**src/rtl/iob_ram_tdp_be_arb_if.sv**
```systemverilog
// rtl/iob_ram_tdp_be_arb_if.sv - requester and RAM-port bundle for the shared RAM port arbiter
// The slave view belongs to the arbiter; the master view belongs to the requesters and the RAM.
interface iob_ram_tdp_be_arb_if #(
  parameter int N_REQ  = 4,
  parameter int ADDR_W = 10,
  parameter int DATA_W = 32
);
  localparam int STRB_W = DATA_W / 8;

  logic [N_REQ-1:0]        req_valid;
  logic [N_REQ*ADDR_W-1:0] req_addr;
  logic [N_REQ*DATA_W-1:0] req_wdata;
  logic [N_REQ*STRB_W-1:0] req_wstrb;
  logic [N_REQ-1:0]        req_ready;
  logic [DATA_W-1:0]       req_rdata;
  logic [N_REQ-1:0]        req_rvalid;
  logic                    ram_en;
  logic [STRB_W-1:0]       ram_we;
  logic [ADDR_W-1:0]       ram_addr;
  logic [DATA_W-1:0]       ram_din;
  logic [DATA_W-1:0]       ram_dout;

  modport master (
    output req_valid, req_addr, req_wdata, req_wstrb, ram_dout,
    input  req_ready, req_rdata, req_rvalid, ram_en, ram_we, ram_addr, ram_din
  );

  modport slave (
    input  req_valid, req_addr, req_wdata, req_wstrb, ram_dout,
    output req_ready, req_rdata, req_rvalid, ram_en, ram_we, ram_addr, ram_din
  );
endinterface

```
**src/rtl/iob_ram_tdp_be_arb.sv**
```systemverilog
// rtl/iob_ram_tdp_be_arb.sv - round-robin arbiter sharing one byte-enable RAM port
// Zero-latency grant, one access per cycle, read data routed back one cycle later.
module iob_ram_tdp_be_arb #(
  parameter int N_REQ  = 4,
  parameter int ADDR_W = 10,
  parameter int DATA_W = 32
) (
  input logic                 clk,
  input logic                 rst,
  iob_ram_tdp_be_arb_if.slave bus
);
  localparam int STRB_W = DATA_W / 8;
  localparam int IDX_W  = $clog2(N_REQ);

  logic [IDX_W-1:0] ptr;
  logic [IDX_W-1:0] grantIdx;
  logic             grantAny;
  logic [N_REQ-1:0] readyVec;
  logic [N_REQ-1:0] rvalidReg;
  int               scanIdx;

  // Scan starts at ptr and wraps modulo N_REQ; reset suppresses every grant
  always_comb begin
    grantAny = 1'b0;
    grantIdx = '0;
    scanIdx  = 0;
    for (int i = 0; i < N_REQ; i++) begin
      scanIdx = int'(ptr) + i;
      if (scanIdx >= N_REQ) scanIdx = scanIdx - N_REQ;
      if (!grantAny && bus.req_valid[scanIdx]) begin
        grantAny = 1'b1;
        grantIdx = scanIdx[IDX_W-1:0];
      end
    end
    if (rst) grantAny = 1'b0;
  end

  always_comb begin
    readyVec = '0;
    for (int i = 0; i < N_REQ; i++) begin
      readyVec[i] = grantAny && (grantIdx == IDX_W'(i));
    end
  end

  assign bus.req_ready = readyVec;
  assign bus.ram_en    = grantAny;
  assign bus.ram_we    = grantAny ? bus.req_wstrb[grantIdx*STRB_W +: STRB_W] : '0;
  assign bus.ram_addr  = bus.req_addr[grantIdx*ADDR_W +: ADDR_W];
  assign bus.ram_din   = bus.req_wdata[grantIdx*DATA_W +: DATA_W];

  // A return still in flight when reset arrives is dropped, hence the mask
  assign bus.req_rvalid = rst ? '0 : rvalidReg;
  assign bus.req_rdata  = bus.ram_dout;

  always_ff @(posedge clk) begin
    if (rst) begin
      ptr       <= '0;
      rvalidReg <= '0;
    end else begin
      rvalidReg <= readyVec & {N_REQ{~|bus.ram_we}};
      if (grantAny) begin
        ptr <= (grantIdx == IDX_W'(N_REQ - 1)) ? '0 : grantIdx + IDX_W'(1);
      end
    end
  end
endmodule
```
**src/flat_wrapper.sv**
```systemverilog
// flat-port wrapper written by rule: the top's interface ports become plain ports
module iob_ram_tdp_be_arb_flat 
#(
  parameter int N_REQ  = 4,
  parameter int ADDR_W = 10,
  parameter int DATA_W = 32
)
  (clk, rst, bus_req_valid, bus_req_addr, bus_req_wdata, bus_req_wstrb, bus_ram_dout, bus_req_ready, bus_req_rdata, bus_req_rvalid, bus_ram_en, bus_ram_we, bus_ram_addr, bus_ram_din);
  iob_ram_tdp_be_arb_if #(.N_REQ(N_REQ), .ADDR_W(ADDR_W), .DATA_W(DATA_W)) bus_i ();
  input logic clk;
  input logic rst;
  input wire logic [$bits(bus_i.req_valid)-1:0] bus_req_valid;
  input wire logic [$bits(bus_i.req_addr)-1:0] bus_req_addr;
  input wire logic [$bits(bus_i.req_wdata)-1:0] bus_req_wdata;
  input wire logic [$bits(bus_i.req_wstrb)-1:0] bus_req_wstrb;
  input wire logic [$bits(bus_i.ram_dout)-1:0] bus_ram_dout;
  output wire logic [$bits(bus_i.req_ready)-1:0] bus_req_ready;
  output wire logic [$bits(bus_i.req_rdata)-1:0] bus_req_rdata;
  output wire logic [$bits(bus_i.req_rvalid)-1:0] bus_req_rvalid;
  output wire logic [$bits(bus_i.ram_en)-1:0] bus_ram_en;
  output wire logic [$bits(bus_i.ram_we)-1:0] bus_ram_we;
  output wire logic [$bits(bus_i.ram_addr)-1:0] bus_ram_addr;
  output wire logic [$bits(bus_i.ram_din)-1:0] bus_ram_din;
  assign bus_i.req_valid = bus_req_valid;
  assign bus_i.req_addr = bus_req_addr;
  assign bus_i.req_wdata = bus_req_wdata;
  assign bus_i.req_wstrb = bus_req_wstrb;
  assign bus_i.ram_dout = bus_ram_dout;
  assign bus_req_ready = bus_i.req_ready;
  assign bus_req_rdata = bus_i.req_rdata;
  assign bus_req_rvalid = bus_i.req_rvalid;
  assign bus_ram_en = bus_i.ram_en;
  assign bus_ram_we = bus_i.ram_we;
  assign bus_ram_addr = bus_i.ram_addr;
  assign bus_ram_din = bus_i.ram_din;
  iob_ram_tdp_be_arb #(.N_REQ(N_REQ), .ADDR_W(ADDR_W), .DATA_W(DATA_W)) u_core (.clk(clk), .rst(rst), .bus(bus_i));
endmodule
```
**config.mk**
```make
export PLATFORM = sky130hd
export DESIGN_NAME = iob_ram_tdp_be_arb_flat
export DESIGN_NICKNAME = d
export VERILOG_FILES = /design/src/rtl/iob_ram_tdp_be_arb_if.sv /design/src/rtl/iob_ram_tdp_be_arb.sv /design/src/flat_wrapper.sv
export SDC_FILE = /design/constraint.sdc
export NUM_CORES = 1
export LEC_CHECK = 0
export CORE_AREA = 2 2 122 124
export DETAILED_ROUTE_END_ITERATION = 12
export DIE_AREA = 0 0 124 126
export HOLD_SLACK_MARGIN = 0.1
export PLACE_DENSITY = 0.58
export REMOVE_ABC_BUFFERS = 1
export SETUP_SLACK_MARGIN = 0.3
export SLEW_MARGIN = 20
export SYNTH_ARGS = -nofsm -noshare
export SYNTH_HDL_FRONTEND = slang
export SYNTH_SLANG_ARGS = --single-unit
```
**constraint.sdc**
```tcl
create_clock -name clk -period 5.44 [get_ports clk]
set_input_delay 0.544 -clock clk [delete_from_list [all_inputs] [get_ports clk]]
set_output_delay 0.544 -clock clk [all_outputs]
set_load 0.1 [all_outputs]
```
==> Word level (Yosys, flattened, before mapping) <==
Index checks and enable logic that the tools add are counted.
{ "op_classes": {"add_sub_neg": 8, "n_lt_le_gt_ge": 8, "n_eq_ne": 3, "shifts": 3, "n_mux": 28, "reduce_logical": 13, "n_mul": 1, "bitwise": 1} }
{ "op_table": {"columns": ["operator", "count"], "rows": [
  ["$lt 32x4->1 const B", 4],
  ["$mux 32", 4],
  ["$shiftx 128x8->32", 1],
  ["$ge 32x4->1 const B", 3],
  ["$sub 32x4->32 const B", 3],
  ["$shiftx 40x7->10", 1],
  ["$shiftx 16x5->4", 1],
  ["$mux 1", 13],
  ["$mux 2", 5],
  ["$bmux 1 s2", 4],
  ["$mux 4", 2],
  ["$logic_and 1x1->1", 7],
  ["$add 2x2->3 const B", 2],
  ["$mul 2x3->5 const B", 1],
  ["$and 4x4->4", 1],
  ["$eq 2x2->1 const B", 2],
  ["$logic_not 1->1", 4],
  ["$reduce_or 4->1", 1],
  ["$sub 2x3->4 const B", 1],
  ["$add 2x1->3 const B", 1],
  ["$ge 2x3->1 const B", 1],
  ["$add 2x1->2 const B", 1],
  ["$eq 2x1->1 const B", 1],
  ["$logic_not 2->1", 1]
]} }
{ "totals": {"out_inout_bits": 87, "elab_cells": 67, "regBits": 6} }

==> Depth between registers and ports, before layout <==
Gate-level depths: netlist of the first run.
{ "logic_depth": {"ltp_word": 20, "depth_mapped": 9} }

==> Worst setup path before layout of the first run <==
Ideal clock, no wire load.
{ "synth_path": {"path_type": "in2out", "start": "input bus_req_valid[0]", "end": "output bus_ram_we[2]", "path_stages": 6, "t_required_ps": 4896, "path_buffers": 0, "setup_slack_ps": 1243, "arrival_ps": 3653, "cell_sequence": "and2_4 -> o211a_2 -> nor2_4 -> mux2i_1 -> mux2_2 -> nor3_1"} }
{ "synth_between": {"elab_chain_cells": 15, "word_cells_on_any_way": 29} }
{ "synth_rtl": {"columns": ["element", "line_no", "rtl"], "rows": [
  ["start: declaration", "flat_wrapper.sv:12", "input wire logic [$bits(bus_i.req_valid)-1:0] bus_req_valid;"],
  ["$bmux 1 s2", "iob_ram_tdp_be_arb.sv:30", "if (!grantAny && bus.req_valid[scanIdx]) begin"],
  ["$mux 1 (not written as such) (2 in series)", "iob_ram_tdp_be_arb.sv:30", null],
  ["$mux 1", "iob_ram_tdp_be_arb.sv:30", null],
  ["$logic_not 1->1", "iob_ram_tdp_be_arb.sv:30", null],
  ["$logic_and 1x1->1", "iob_ram_tdp_be_arb.sv:30", null],
  ["$mux 1", "iob_ram_tdp_be_arb.sv:30", null],
  ["$logic_not 1->1", "iob_ram_tdp_be_arb.sv:30", null],
  ["$logic_and 1x1->1", "iob_ram_tdp_be_arb.sv:30", null],
  ["$mux 1", "iob_ram_tdp_be_arb.sv:30", null],
  ["$logic_not 1->1", "iob_ram_tdp_be_arb.sv:30", null],
  ["$logic_and 1x1->1", "iob_ram_tdp_be_arb.sv:30", null],
  ["$mux 2 or $mux 1 (tied branches)", "iob_ram_tdp_be_arb.sv:30", null],
  ["$shiftx 16x5->4 or $mux 1 (tied branches)", "iob_ram_tdp_be_arb.sv:47, iob_ram_tdp_be_arb.sv:35", null],
  ["$mux 4 *", "iob_ram_tdp_be_arb.sv:47", "assign bus.ram_we = grantAny ? bus.req_wstrb[grantIdx*STRB_W +: STRB_W] : '0;"],
  ["end: declaration", "flat_wrapper.sv:21", "output wire logic [$bits(bus_i.ram_we)-1:0] bus_ram_we;"]
]} }
Every way passes the cells marked *; elsewhere a longest branch is shown, timed or not. The select of a mux whose other input is x is not followed.

==> Worst setup path after layout of the first run <==
{ "layout_path": {"start": "input bus_req_valid[1]", "end": "output bus_ram_we[2]"} }
Same word-level chain as after synthesis.

==> results of run 1 <==
-- layout by cell type, fill, tap and decap left out, drive strengths merged, types with 3 or more instances in the layout --
cell type | synthesis | layout
a211oi | 42 | 42
a21oi | 43 | 43
and2 | 6 | 6
and3 | 49 | 49
buf | 38 | 54
clkbuf | 22 | 3
clkdlybuf4s50 | 0 | 194
dfxtp | 6 | 6
ha | 4 | 4
inv | 3 | 3
mux2i | 46 | 46
nand2b | 3 | 3
nand3 | 12 | 12
nor2 | 4 | 4
nor2b | 6 | 6
nor3 | 3 | 3
o21ai | 6 | 6
-- worst reg2reg max path, delay by kind of cell, from the launching register on --
family	cells	cell delay, ns
muxes	1	0.22
and+or+nand+nor	4	0.85
DFF	1	0.43
buffers and inverters	1	0.48
AOI/OAI and AO/OA	1	0.67
-- registers in the layout (all words and copies together) (netlist names) --
signal / count
u_core.rvalidReg: 4
u_core.ptr: 2
-- kinds of logic (layout without fill, tap and decap cells) --
logic type               after synthesis  in the layout  share of synthesized area, %
AO/OA/AOI/OAI                         96             96                          28.4
adder cells (fa/ha/maj)                4              4                          2.35
buffers and inverters                 63            254                          17.0
flip-flops                             6              6                          5.64
multiplexers                          47             47                          22.1
AND/OR/NAND/NOR                       84             84                          24.4
-- cell type report --
type,count,share of cell area [%]
tap,184,5.18
sequential,6,2.70
timing repair buffer,248,52.8
inverter,3,0.253
clock buffer,3,1.69
multi-input combinational,231,37.3
-- worst max-delay path by stage --
stage	cells after the start	to	slack [ns]	from
floorplan	5	bus_ram_we[2]	-0.13	bus_req_valid[0]
finish	9	bus_ram_we[2]	1.49	bus_req_valid[1]
global placement	9	bus_ram_we[2]	1.57	bus_req_valid[1]
CTS	9	bus_ram_we[2]	1.46	bus_req_valid[1]
detailed placement	9	bus_ram_we[2]	1.44	bus_req_valid[1]
global route	9	bus_ram_we[2]	1.35	bus_req_valid[1]
-- per-stage QoR --
step,util [%],setup TNS (ns),hold WS [ns],instances,area [sq um]
after CTS,31.0,0,0.559,675,4440
after global routing,31.0,0,0.575,675,4440
after global placement,30.5,0,0.528,672,4370
after detailed placement,30.5,0,0.552,672,4370
final,31.0,0,0.552,675,4440
after floorplan,-,-0.125,0.497,240,1780
-- power by group through the flow --
stage | registers [uW] | clock network, uW | logic [uW]
after detailed placement | 52.3 | 0 | 1400
after floorplan | 50.8 | 0 | 1010
final | 51.8 | 119 | 1400
after global placement | 52.0 | 0 | 1390
after CTS | 51.9 | 122 | 1400
after global routing | 53.0 | 124 | 1450
-- per-layer routing --
metal	vias up	part of all wire [%]	global-route usage [%]
li1	1482	-	-
met5	-	1.0	4.93
met1	1396	41	18.0
met2	215	42	22.4
met4	10	0.92	1.98
met3	21	16	9.51
==> results.md, run 1 <==
- Int Pwr: 523 uW
- Core ar.: 0.0143 sq mm
- CP delay by family, top: buffers and inverters
- Sequential fraction of the synthesis area: 5.64%
- RSZ-0062 raised after global routing: no
- Power per cell area: 353 mW/mm^2
- ANT nets after route: 0
- Synthesis-to-layout area growth: 109%
- Total power: 1570 uW
- Worst EP required: approximately 4.9 ns
- IO Count: roughly 310
- Synth area leaders: mux2i_1 22%, a211oi_1 15%, and3_1 14%
- Initial Utilization: 14.9%
- Cell mode on critical path: buf_4
- Die area: between 0.015 and 0.02 sq mm
- Layout cell share with drive strength beyond 1: a little over an eighth
- Global route total overflow: 0
- Register area: about 120 sq um
- Most numerous cell in the Yosys netlist: and3_1
- Max incr delay on CP: between 0.6 and 0.7 ns
- CP max-delay cell: buf_4
- Top cell type's share of synthesized area: ~22%
- Post-synth EDFFs: 0
- Startpoint Class: input port
- H-tree lvl count: 1
- Ys flop type: dfxtp_1
- WP data arrival: about 3.4 ns
- Initial antenna violation count: 4
- Synth cell count leaders: 49 x and3_1, 46 x mux2i_1, 43 x a21oi_1
- Total Nets Final: between 700 and 800
- Worst-margin pin slew: ~1.1 ns
- R2r endpoint: u_core.rvalidReg[3]
- CTS tree: yes
- Clock buffer count from CTS: 3
- DR vias: between 3000 and 4000
- Slew headroom: between 20% and 30%
- Maximum clock insertion buffer count: 2
- Post-CTS Setup Repair Bufs: 0
- Synth warn: 0
- HP Start: u_core.ptr[0]
- Hold endpoint: u_core.ptr[0]
- Setup WS post-layout: about 1.5 ns
- # setup viols final: 0
- FP Rows: 44
- Per-cell routed wire length: roughly 19 microns
- N_diodes: 0
- Critical path fanouts, max: 46
- Pre-CTS setup slack: roughly 1.4 ns
- Fin. Hold Viols: 0
- Logic pwr share: 89.1%
- Reg2reg start: u_core.ptr[1]
- Gpl congestion: approximately 0.77
- Sequential share of power: between 3 and 4%
- # DRC: 0
- Seq cells post-synth: 6
- Mean Syn Cell Area: between 7 and 8 sq um
- HP Class: reg -> reg
- TritonCTS Sinks: 6
- Setup Crit Path Kind: in -> out
- First-pass GRT wire length: ~18 mm
- First-pass DRT Iterations: 6
- Clock power frac: under 10%
- Leakage: ~0.0019 uW
- Maximum vdd ir drop: roughly 230 uV
- Largest net degree at the start of global routing: 49
- Dpl hpwl: 10.3 mm
- Synthesized cell area: approximately 0.0021 sq mm
- Fin crit period: approximately 3.9 ns
- Worst hold path depth: 2
- Post-synth ARST share: 0%
- Vias in the first global route: approximately 3200
- CTS resizes: 0
- Max_cap viols: 0
- Root buf cell: clkbuf_16
- Largest area contributor in the netlist: mux2i_1
- Area of the multi-input gates: between 0.0015 and 0.002 sq mm
- Run status: finished clean
- IO buf count: 244
- Reg2reg setup slack: 2.72 ns
- Slew Viols, Final: 0
- Hold Buf Count CTS: 0
- Fillers: about 1600
- DRT Wirelength: approximately 13 mm
- F_max: between 0.2 and 0.3 GHz
- Clk_skew: 0.000385 ns
- Crit. End Element: primary output
- Die W: about 120 microns
- Overall Global Routing Usage: 14.9%
- Sw power: between 1000 and 1500 uW
- Worst r2r path cells: 7
- Cells after Synth: 300
- Sw Ratio: between 60% and 70%
- Vias per cell: about 4.6
- Crit path cell chain: clkdlybuf4s50_1 > nand2b_1 > o211a_2 > nor2_4 > buf_4 > mux2i_1 > mux2_2 > nor3_1 > buf_4
- Final period util: slightly above 70%
- Cell variety after synth: 30
- Die H: between 100 and 150 microns
- DRT iter0 DRCs: 93
- Clock latency on the worst-skew pair: 0.23 ns
- CP bufs+invs: 3
- Register clock-pin slew on the reported worst setup and hold paths: roughly 0.03 ns
Power figures use the tool's default switching activity.
==> run 2: changes to the inputs <==
--- a/config.mk
+++ b/config.mk
@@ -5,11 +5,11 @@
 export SDC_FILE = /design/constraint.sdc
 export NUM_CORES = 1
 export LEC_CHECK = 0
-export CORE_AREA = 2 2 122 124
+export CORE_AREA = 2 2 121 123
 export DETAILED_ROUTE_END_ITERATION = 12
-export DIE_AREA = 0 0 124 126
+export DIE_AREA = 0 0 123 125
 export HOLD_SLACK_MARGIN = 0.1
-export PLACE_DENSITY = 0.58
+export PLACE_DENSITY = 0.61
 export REMOVE_ABC_BUFFERS = 1
 export SETUP_SLACK_MARGIN = 0.3
 export SLEW_MARGIN = 20
==> constraint.sdc (replaced) <==
create_clock -name clk -period 3.35 [get_ports clk]
set_input_delay 0.335 -clock clk [delete_from_list [all_inputs] [get_ports clk]]
set_output_delay 0.335 -clock clk [all_outputs]
set_load 0.1 [all_outputs]
==> results.md, run 2 (synthesis results as in run 1) <==
- Total Nets Final: 726 (+0.97%)
- Overall Global Routing Usage: 15.9% (+1.0 points)
- DRT Wirelength: 13.0 mm (+1.4%)
- Clock buffer count from CTS: 3 (unchanged)
- Vias in the first global route: 3432 (+7.8%)
- ANT nets after route: 0 (unchanged)
- Maximum clock insertion buffer count: 2 (unchanged)
- Slew Viols, Final: 0 (unchanged)
- CP delay by family, top: buffers and inverters
- Most common cell after layout, fill and taps aside: clkdlybuf4s50_1
- N_diodes: 0 (unchanged)
- Power per cell area: 594 mW/mm^2 (+68%)
- CP bufs+invs: 3 (unchanged)
- Gpl congestion: 0.841 (+9.7%)
- Run status: finished clean
- Setup Crit Path Kind: in -> out
- Placed insts: 679 (+1.0%)
- Layout cell share with drive strength beyond 1: 15.7% (+2.2 points)
- Die W: 123 microns (-0.81%)
- Register clock-pin slew on the reported worst setup and hold paths: 0.03 ns (about the same)
- Area of the multi-input gates: 0.00166 sq mm (unchanged)
- Worst EP required: 3.01 ns (-1.89 ns)
- Top flop regs: u_core.rvalidReg: 4 flops, u_core.ptr: 2 flops
- R2r endpoint: u_core.rvalidReg[0]
- Worst hold path depth: 2 (unchanged)
- Core ar.: 0.0142 sq mm (-0.77%)
- DR vias: 3159 (+1.1%)
- RSZ-0062 raised after global routing: yes
- Die H: 125 microns (-0.79%)
- Most flop-heavy register: u_core.rvalidReg
- Clock latency on the worst-skew pair: 0.22 ns (about the same)
- Startpoint Class: input port
- Per-cell routed wire length: 19.1 microns (+0.37%)
- IO Count: 309 (unchanged)
- # setup viols final: 0 (unchanged)
- Max_cap viols: 0 (unchanged)
- Dpl hpwl: 10.9 mm (+5.5%)
- Worst-margin pin slew: 0.559 ns (-0.512 ns)
- Crit. End Element: primary output
- Largest net degree at the start of global routing: 52 (+6.1%)
- Most frequent cells in the layout: 189 x clkdlybuf4s50_1, 52 x buf_12, 49 x and3_1, 46 x mux2i_1, 43 x a21oi_1
- WP data arrival: 2.64 ns (-0.76 ns)
- Max incr delay on CP: 0.51 ns (-0.15 ns)
- CTS tree: yes
- Reg2reg setup slack: 1.02 ns (-1.70 ns)
- First-pass GRT wire length: 18.8 mm (+6.8%)
- IO buf count: 244 (unchanged)
- CP max-delay cell: clkdlybuf4s50_1
- First-pass DRT Iterations: 4 (-2)
- Fin crit period: ~3.0 ns
- F_max: 0.336 GHz
- WP depth: 8 (-1)
- Vias per cell: 4.63 (about the same)
- Root buf cell: clkbuf_16
- Die area: 0.0154 sq mm (-1.6%)
- FP Rows: 44 (unchanged)
- Clk_skew: 0.00172 ns (+0.00133 ns)
- Register area: 120 sq um (unchanged)
- Critical path fanouts, max: 37 (-20%)
- Initial antenna violation count: 0 (-4)
- Reg2reg start: u_core.ptr[1]
- H-tree lvl count: 1 (unchanged)
- Design area: 0.00514 sq mm (+16%)
- Global route total overflow: 0 (unchanged)
- HP Class: reg -> reg
- Setup crit end: bus_ram_addr[7]
- Hold Buf Count CTS: 0 (unchanged)
- Final period util: about nine tenths
- TritonCTS Sinks: 6 (unchanged)
- Slew headroom: 62.7% (+34 points)
- Fin. Hold Viols: 0 (unchanged)
- Fin cells: 682 (+1.0%)
- Dpl cell area: 0.00506 sq mm (+16%)
- Synthesis-to-layout area growth: 141%
- # DRC: 0 (unchanged)
- DRT iter0 DRCs: 118 (+27%)
- Maximum vdd ir drop: 327 uV (+41%)
- Cell mode on critical path: buf_12
- Crit path launch: bus_req_valid[1]
- Initial Utilization: 15.0% (+0.12 points)
- Number of flip-flops under the largest register name: 4 (unchanged)
- Worst r2r path cells: 7 (unchanged)
- Leakage: 0.00213 uW (+15%)
- Fillers: 1462 (-6.9%)
- Crit path cell chain: clkdlybuf4s50_1 > nand2b_1 > o211a_2 > nor2_4 > buf_12 > mux2i_1 > a21oi_1 > buf_12
- Post-CTS Setup Repair Bufs: 0 (unchanged)
==> run 2: worst min path at each step <==
| stage | startpoint | slack [ns] | end |
|---|---|---|---|
| floorplan | rst | 0.41 | u_core.ptr[1] |
| global placement | u_core.ptr[0] | 0.53 | u_core.ptr[0] |
| detailed placement | u_core.ptr[0] | 0.55 | u_core.ptr[0] |
| CTS | u_core.ptr[0] | 0.56 | u_core.ptr[0] |
| global route | u_core.ptr[0] | 0.61 | u_core.ptr[0] |
| finish | u_core.ptr[0] | 0.57 | u_core.ptr[0] |
==> run 2: metal layers <==
layer | part of all wire [%] | track usage [%] | up-vias
met5 | 0.63 | 4.28 | -
met4 | 1.8 | 3.14 | 2
met3 | 14 | 8.62 | 22
met2 | 44 | 25.3 | 203
met1 | 39 | 18.7 | 1435
li1 | - | - | 1497
==> run 2: per-stage QoR <==
step	util [%]	setup WS [ns]	power (uW)	hold slack, ns	TNS (ns)
finish	36.2	0.374	3050	0.567	0
global route	36.2	0.291	3170	0.608	0
CTS	36.1	0.363	3070	0.564	0
detailed placement	35.6	0.357	2880	0.547	0
global placement	35.6	0.380	2850	0.535	0
floorplan	-	-1.81	1730	0.407	-44.19
==> run 2: cell type report <==
type                    instances  area share (%)
clock buffers                   3            1.46
flip-flops and latches          6            2.34
repair buffers                255            59.2
well taps                     184            4.48
inverters                       3           0.219
multi-input cells             231            32.3
==> run 2: power by group <==
group          internal [uW]  total, uW  switching (uW)  leakage, uW
logic                   1030       2780            1740      0.00204
clock network            153        191            37.7    0.0000370
registers               77.4       84.1            6.71    0.0000489
total                   1270       3050            1790      0.00213
==> run 2: what timing repair did <==
action                                  in CTS  in global routing
endpoints found under the hold margin        0                  0
endpoints found under the setup margin       0                 33
resized for setup                            0                  1
==> run 2: worst reg2reg max path, stage by stage, from the launching register on <==
cell      delay [ns]
dfxtp_1         0.43
mux2i_1         0.22
nor2_1          0.09
nor3_4          0.32
buf_12          0.27
nand3_1         0.14
a222oi_1        0.58
and3_1          0.23
==> run 3: changes to the inputs <==
--- a/config.mk
+++ b/config.mk
@@ -5,6 +5,7 @@
 export SDC_FILE = /design/constraint.sdc
 export NUM_CORES = 1
 export LEC_CHECK = 0
+export CAP_MARGIN = 10
 export CORE_AREA = 2 2 121 123
 export DETAILED_ROUTE_END_ITERATION = 12
 export DIE_AREA = 0 0 123 125
==> results of run 3 <==
No change in the layout: final DEF, timing and power equal those of run 2.
